`src/rtl/uart_rx_pkg.sv`:
```
// Shared definitions for the UART receiver: widths, state encodings and the
// clocks-per-bit calculation. The state encodings match the uart_tx block.
package uart_rx_pkg;

  localparam int unsigned DATA_W  = 8;
  localparam int unsigned CNT_W   = 16;
  localparam int unsigned BIT_W   = 3;
  localparam int unsigned STATE_W = 3;

  typedef enum logic [STATE_W-1:0] {
    S_IDLE  = 3'd1,
    S_START = 3'd2,
    S_DATA  = 3'd3,
    S_STOP  = 3'd4,
    S_BREAK = 3'd5
  } rx_state_e;

  // Clocks per bit for a clock in MHz and a baud rate in bit/s.
  function automatic int unsigned calc_cycle(input int unsigned clk_fre,
                                             input int unsigned baud_rate);
    longint unsigned num;
    num = 64'(clk_fre) * 64'd1000000;
    return 32'(num / 64'(baud_rate));
  endfunction

endpackage

```
`src/rtl/uart_rx_if.sv`:
```
// Receive-side byte handshake plus status flags.
//  master: the receiver (drives data/valid/flags/busy, reads ready)
//  slave : the consumer (reads everything, drives ready)
interface uart_rx_if;
  import uart_rx_pkg::*;

  logic [DATA_W-1:0] rx_data;
  logic              rx_data_valid;
  logic              rx_data_ready;
  logic              rx_frame_err;
  logic              rx_overrun;
  logic              rx_busy;

  modport master (
    output rx_data, rx_data_valid, rx_frame_err, rx_overrun, rx_busy,
    input  rx_data_ready
  );

  modport slave (
    input  rx_data, rx_data_valid, rx_frame_err, rx_overrun, rx_busy,
    output rx_data_ready
  );
endinterface

```
`src/rtl/uart_rx_sync.sv`:
```
// Multi-flop synchroniser for an asynchronous single-bit input.
// Ports: clk, rst_n (async, active-low), d (async input), q (synchronised).
// Flops reset to 1 so an idle-high line shows no false edge out of reset.
module uart_rx_sync #(
  parameter int unsigned STAGES = 2
) (
  input  logic clk,
  input  logic rst_n,
  input  logic d,
  output logic q
);

  logic [STAGES-1:0] chain_q;

  always_ff @(posedge clk or negedge rst_n) begin
    if (!rst_n) chain_q <= '1;
    else        chain_q <= {chain_q[STAGES-2:0], d};
  end

  assign q = chain_q[STAGES-1];

endmodule

```
`src/rtl/uart_rx.sv`:
```
// 8N1 UART receiver, LSB first, mid-bit sampling.
// Ports:
//  clk, rst_n  clock and async active-low reset
//  rx_pin      asynchronous serial input, idles high
//  rx_if       master side of uart_rx_if: rx_data/rx_data_valid held until
//              rx_data_ready; rx_frame_err and rx_overrun are 1-cycle pulses;
//              rx_busy is high whenever the FSM is out of S_IDLE.
module uart_rx
  import uart_rx_pkg::*;
#(
  parameter int unsigned CLK_FRE   = 50,
  parameter int unsigned BAUD_RATE = 115200
) (
  input  logic      clk,
  input  logic      rst_n,
  input  logic      rx_pin,
  uart_rx_if.master rx_if
);

  localparam int unsigned CYCLE = calc_cycle(CLK_FRE, BAUD_RATE);
  localparam int unsigned HALF  = CYCLE / 2;
  localparam logic [CNT_W-1:0] CYCLE_LAST = CNT_W'(CYCLE - 1);
  localparam logic [CNT_W-1:0] HALF_LAST  = CNT_W'(HALF - 1);

  if (CYCLE < 4 || CYCLE > 65535) begin : g_cycle_range
    $error("uart_rx: clocks per bit out of range 4..65535");
  end

  logic              rx_s;
  logic              rx_prev;
  rx_state_e         state_q, state_next;
  logic [CNT_W-1:0]  cnt_q, cnt_next;
  logic [BIT_W-1:0]  bit_q, bit_next;
  logic [DATA_W-1:0] shift_q, shift_next;
  logic              deliver_c;
  logic              frame_err_c;

  logic [DATA_W-1:0] data_q;
  logic              valid_q;
  logic              frame_err_q;
  logic              overrun_q;
  logic              busy_q;

  // Line synchroniser and one-clock delay for falling-edge detection.
  uart_rx_sync #(.STAGES(2)) u_sync (
    .clk   (clk),
    .rst_n (rst_n),
    .d     (rx_pin),
    .q     (rx_s)
  );

  always_ff @(posedge clk or negedge rst_n) begin
    if (!rst_n) rx_prev <= 1'b1;
    else        rx_prev <= rx_s;
  end

  // FSM state register and datapath registers.
  always_ff @(posedge clk or negedge rst_n) begin
    if (!rst_n) begin
      state_q <= S_IDLE;
      cnt_q   <= '0;
      bit_q   <= '0;
      shift_q <= '0;
    end else begin
      state_q <= state_next;
      cnt_q   <= cnt_next;
      bit_q   <= bit_next;
      shift_q <= shift_next;
    end
  end

  // Next state, counters, shift register and deliver/error strobes.
  always_comb begin
    state_next  = state_q;
    cnt_next    = cnt_q + CNT_W'(1);
    bit_next    = bit_q;
    shift_next  = shift_q;
    deliver_c   = 1'b0;
    frame_err_c = 1'b0;

    case (state_q)
      S_IDLE: begin
        cnt_next = '0;
        if (rx_prev && !rx_s) state_next = S_START;
      end
      S_START: begin
        if (cnt_q == HALF_LAST) state_next = rx_s ? S_IDLE : S_DATA;
      end
      S_DATA: begin
        if (cnt_q == CYCLE_LAST) begin
          shift_next[bit_q] = rx_s;
          bit_next          = bit_q + BIT_W'(1);
          cnt_next          = '0;
          if (bit_q == BIT_W'(7)) state_next = S_STOP;
        end
      end
      S_STOP: begin
        // Leave at mid stop bit so a back-to-back start edge is not missed.
        if (cnt_q == CYCLE_LAST) begin
          if (rx_s) begin
            deliver_c  = 1'b1;
            state_next = S_IDLE;
          end else begin
            frame_err_c = 1'b1;
            state_next  = S_BREAK;
          end
        end
      end
      S_BREAK: begin
        // A line held low must return high before a new start is accepted.
        cnt_next = '0;
        if (rx_s) state_next = S_IDLE;
      end
      default: state_next = S_IDLE;
    endcase

    if (state_next != state_q) cnt_next = '0;
  end

  // Output handshake, overrun and status registers.
  always_ff @(posedge clk or negedge rst_n) begin
    if (!rst_n) begin
      data_q      <= '0;
      valid_q     <= 1'b0;
      frame_err_q <= 1'b0;
      overrun_q   <= 1'b0;
      busy_q      <= 1'b0;
    end else begin
      frame_err_q <= frame_err_c;
      overrun_q   <= 1'b0;
      busy_q      <= (state_next != S_IDLE);
      if (deliver_c) begin
        // A byte accepted on this edge frees the slot for the new one.
        if (!valid_q || rx_if.rx_data_ready) begin
          data_q  <= shift_q;
          valid_q <= 1'b1;
        end else begin
          overrun_q <= 1'b1;
        end
      end else if (valid_q && rx_if.rx_data_ready) begin
        valid_q <= 1'b0;
      end
    end
  end

  assign rx_if.rx_data       = data_q;
  assign rx_if.rx_data_valid = valid_q;
  assign rx_if.rx_frame_err  = frame_err_q;
  assign rx_if.rx_overrun    = overrun_q;
  assign rx_if.rx_busy       = busy_q;

endmodule

```
`src/flat_wrapper.sv`:
```
// flat-port wrapper written by rule: the top's interface ports become plain ports
module uart_rx_flat import uart_rx_pkg::*;
#(
  parameter int unsigned CLK_FRE   = 50,
  parameter int unsigned BAUD_RATE = 115200
)
  (clk, rst_n, rx_pin, rx_if_rx_data, rx_if_rx_data_valid, rx_if_rx_frame_err, rx_if_rx_overrun, rx_if_rx_busy, rx_if_rx_data_ready);
  uart_rx_if rx_if_i ();
  input  logic clk;
  input  logic rst_n;
  input  logic rx_pin;
  output wire logic [$bits(rx_if_i.rx_data)-1:0] rx_if_rx_data;
  output wire logic [$bits(rx_if_i.rx_data_valid)-1:0] rx_if_rx_data_valid;
  output wire logic [$bits(rx_if_i.rx_frame_err)-1:0] rx_if_rx_frame_err;
  output wire logic [$bits(rx_if_i.rx_overrun)-1:0] rx_if_rx_overrun;
  output wire logic [$bits(rx_if_i.rx_busy)-1:0] rx_if_rx_busy;
  input wire logic [$bits(rx_if_i.rx_data_ready)-1:0] rx_if_rx_data_ready;
  assign rx_if_rx_data = rx_if_i.rx_data;
  assign rx_if_rx_data_valid = rx_if_i.rx_data_valid;
  assign rx_if_rx_frame_err = rx_if_i.rx_frame_err;
  assign rx_if_rx_overrun = rx_if_i.rx_overrun;
  assign rx_if_rx_busy = rx_if_i.rx_busy;
  assign rx_if_i.rx_data_ready = rx_if_rx_data_ready;
  uart_rx #(.CLK_FRE(CLK_FRE), .BAUD_RATE(BAUD_RATE)) u_core (.clk(clk), .rst_n(rst_n), .rx_pin(rx_pin), .rx_if(rx_if_i));
endmodule
```
`config.mk`:
```
export PLATFORM = sky130hd
export DESIGN_NAME = uart_rx_flat
export DESIGN_NICKNAME = d
export VERILOG_FILES = /design/src/rtl/uart_rx_pkg.sv /design/src/rtl/uart_rx_if.sv /design/src/rtl/uart_rx_sync.sv /design/src/rtl/uart_rx.sv /design/src/flat_wrapper.sv
export SDC_FILE = /design/constraint.sdc
export NUM_CORES = 1
export LEC_CHECK = 0
export CORE_MARGIN = 4
export CORE_UTILIZATION = 40
export DETAILED_ROUTE_END_ITERATION = 10
export MAX_ROUTING_LAYER = met4
export SLEW_MARGIN = 10
export SYNTH_ARGS = -nofsm -noshare
export SYNTH_HDL_FRONTEND = slang
export SYNTH_HIERARCHICAL = 1
export SYNTH_SLANG_ARGS = --single-unit
```
`constraint.sdc`:
```
create_clock -name clk -period 2.5 [get_ports clk]
set_clock_uncertainty 0.2 [all_clocks]
set_input_delay 0.25 -clock clk [delete_from_list [all_inputs] [get_ports clk]]
set_output_delay 0.25 -clock clk [all_outputs]
set_load 0.05 [all_outputs]
```
==> results.tsv <==
metric	value	unit
Final WS setup	0.3238	ns
unrepaired setup endpoints after global routing	false	
CTS Buffer Depth	2	
Final Critical Period	2.176	ns
# IOs	16	
ANT cells	0	
Mapped Cells	190	
multiplexer share of the synthesized area	10.33	%
post-synthesis compound-gate area fraction	8.333	%
Post-Synth XOR/XNOR Area	4.278	%
Setup Viol. Count Final	0	
outcome	complete, no violations	
pwr dens	697.4	nW/um2
Worst path slowest cell	dfrtp_1	
Final Hold Violating Endpoints	0	
antenna violations before repair	0	
drt pass-1 iters	4	
drt wl/cell	15.16	um
most common cell after layout, fill and taps aside	dfrtp_1	
sequential share of the synthesized area	50.22	%
P&R area growth vs syn	16.11	%
Overall Global Routing Usage	13.79	%
TritonCTS clock tree	built	
crit-path leading delay family	simple AND/OR/NAND/NOR gates	
Hold Crit Class	reg2reg	
Die ar.	6895	um2
H-tree depth	2	
Via density	5.415	
die height	83.04	um
dpl cell area	2471	um2
routed wire length	4276	um
global-route wire length before repair	7652	um
crit path max fanout	13	
Setup TNS	0	ns
asr flop ratio synth	100.0	%
area of the multi-input gates	1056	um2
Final Instance Area	2615	um2
pre-CTS setup slack	0.3291	ns
pin count of the biggest net entering global routing	46	
Layout fillers	504	
Post-synth top flop	dfrtp_1	
Max Cap Viol	0	
Syn Area/Cell	11.85	um2
vias	1527	
largest family of logic cells by synthesized area	simple AND/OR/NAND/NOR gates	
port bufs	15	
GRT overflow	0	
largest area contributor in the netlist	dfrtp_1	
GP Congestion	0.8257	
FMAX	0.4595	GHz
worst vdd ir	0.0003552	V
Yosys warnings	6	
R2R depth	4	
Post-Syn Area	2252	um2
Die Wd	83.04	um
Synth Area in Adders	2.778	%
ratio of cells with drive above 1 in the final layout	16.67	%
Critical path buffers and inverters	0	
fin crit share	87.05	%
Synth area leaders	dfrtp_1 (46%), mux2_4 (5.3%), dfstp_2 (4.7%)	
row count	27	
max-slew violation count	0	
commonest cells after routing, fill and taps aside	dfrtp_1 (41), clkdlybuf4s50_1 (14), a21oi_1 (12)	
Post-synth EDFFs	0	
sequential cell area	1131	um2
Net count, final	218	
ANT nets after route	0	
Leak	0.001175	uW
dpl hpwl	2918	um
# clock sinks	45	
Hold Path Depth	0	
Initial Util	41.15	%
Setup CP Type	reg2reg	
CP Launch Type	flop	
initial drt markers	53	
DR DRC count	0	
core area	5473	um2
Worst EP arrival	2.16	ns
post-synth top area share	45.56	%
clock root cell	clkbuf_8	
clock latency on the worst-skew pair	0.29	ns
CP cell instances	nor4_4 > and4_4 > nand4_4 > mux2_4	
Layout Cells excl Fill	282	
Inserted Clock Buffers	5	
Slew Limit Headroom	62.00	%
clk slew on worst S/H paths	0.08	ns
critical path's largest stage delay	0.44	ns
nature of the critical path endpoint	flop	
Post-Synth Simple-Gate Area	21.17	%
synthesized flop and latch total	45	
Required @ worst endpoint	2.48	ns
Crit. path cell count	4	
synth unique cells	46	
vias in the first global route	1533	
Placed Instances	273	
syn_nets	199	
Worst-Margin Slew	0.5700	ns
## final timing paths
kind	from	end	slack [ns]
max reg2reg	u_core/cnt_q[13]$_DFF_PN0_	u_core/rx_if.rx_data[2]$_DFFE_PN0P_	0.32
min	u_core/u_sync/chain_q[0]$_DFF_PN1_	u_core/u_sync/chain_q[1]$_DFF_PN1_	0.16
max	u_core/cnt_q[13]$_DFF_PN0_	u_core/rx_if.rx_data[2]$_DFFE_PN0P_	0.32
min reg2reg	u_core/u_sync/chain_q[0]$_DFF_PN1_	u_core/u_sync/chain_q[1]$_DFF_PN1_	0.16
min in group asynchronous	rst_n	u_core/rx_if.rx_frame_err$_DFF_PN0_	0.37
max in group asynchronous	rst_n	u_core/u_sync/chain_q[0]$_DFF_PN1_	1.34
## kinds of logic (layout without fill, tap and decap cells)
family	count (synthesis)	after routing
AND/OR/NAND/NOR	67	67
flip-flops	45	45
AO/OA/AOI/OAI	31	31
multiplexers	18	18
buffers and inverters	13	33
XOR/XNOR	11	11
adder cells (fa/ha/maj)	5	5
## synth_stat cells, types with 2 or more instances
| cell | count |
|---|---|
| o31ai_1 | 2 |
| nor2b_1 | 3 |
| a21oi_1 | 12 |
| buf_2 | 3 |
| nand3_1 | 10 |
| nor2_1 | 3 |
| nor4_4 | 2 |
| or3_1 | 2 |
| clkbuf_1 | 3 |
| xor2_1 | 7 |
| nand2_1 | 8 |
| mux2_1 | 7 |
| dfstp_2 | 4 |
| o21ai_0 | 5 |
| nor3_1 | 3 |
| or4_1 | 3 |
| inv_1 | 5 |
| mux2_4 | 8 |
| and4b_1 | 3 |
| ha_1 | 5 |
| and3b_1 | 3 |
| a22oi_1 | 4 |
| nand4b_1 | 5 |
| dfrtp_1 | 41 |
| mux2_2 | 3 |
| and3_1 | 3 |
| nand2b_1 | 2 |
| xnor2_1 | 4 |
| nand4_1 | 10 |
## layer usage
layer | vias up | share of wire (%) | global-route usage, %
met5 | - | 0 | -
met4 | 0 | 0.89 | 4.012
met3 | 5 | 4.0 | 3.075
met2 | 28 | 46 | 20.77
met1 | 753 | 49 | 18.68
li1 | 741 | - | -
## flip-flops by register name, summed over array words and instances, names as in the netlist
signal                      flops
u_core/rx_if.rx_busy            1
u_core/rx_if.rx_data_valid      1
u_core/shift_q                  8
u_core/rx_prev                  1
u_core/rx_if.rx_overrun         1
u_core/state_q                  3
u_core/u_sync/chain_q           2
u_core/rx_if.rx_frame_err       1
u_core/rx_if.rx_data            8
u_core/cnt_q                   16
u_core/bit_q                    3
## repair_timing
item                       4_1_cts  5_1_grt
hold buffers                     1        0
hold endpoints to repair        41        0
resized for setup                0        0
setup endpoints to repair        0        0
setup buffers                    0        0
## power by group
part           switching (uW)  internal (uW)  total [uW]
clock                     240            397         637
combinational             218            128         346
sequential               62.1            779         841
## metrics by stage
stage	power, uW	hold WS (ns)	util (%)
2_1_floorplan	1067	-0.2456	-
3_3_place_gp	1200	0.1466	45.15
3_5_place_dp	1199	0.1473	45.15
4_1_cts	1846	0.1509	47.78
5_1_grt	1929	0.1418	47.78
6_report	1824	0.1575	47.78
## area by class of cell
| cell class | count | area share, % |
|---|---|---|
| Clock inverter | 3 | 2.488 |
| Clock buffer | 5 | 2.632 |
| Sequential cell | 45 | 43.25 |
| Inverter | 5 | 0.7177 |
| Tap cell | 72 | 3.445 |
| Timing Repair Buffer | 20 | 7.081 |
| Multi-Input combinational cell | 132 | 40.38 |
Note: power is estimated with default switching activity, not from simulation.
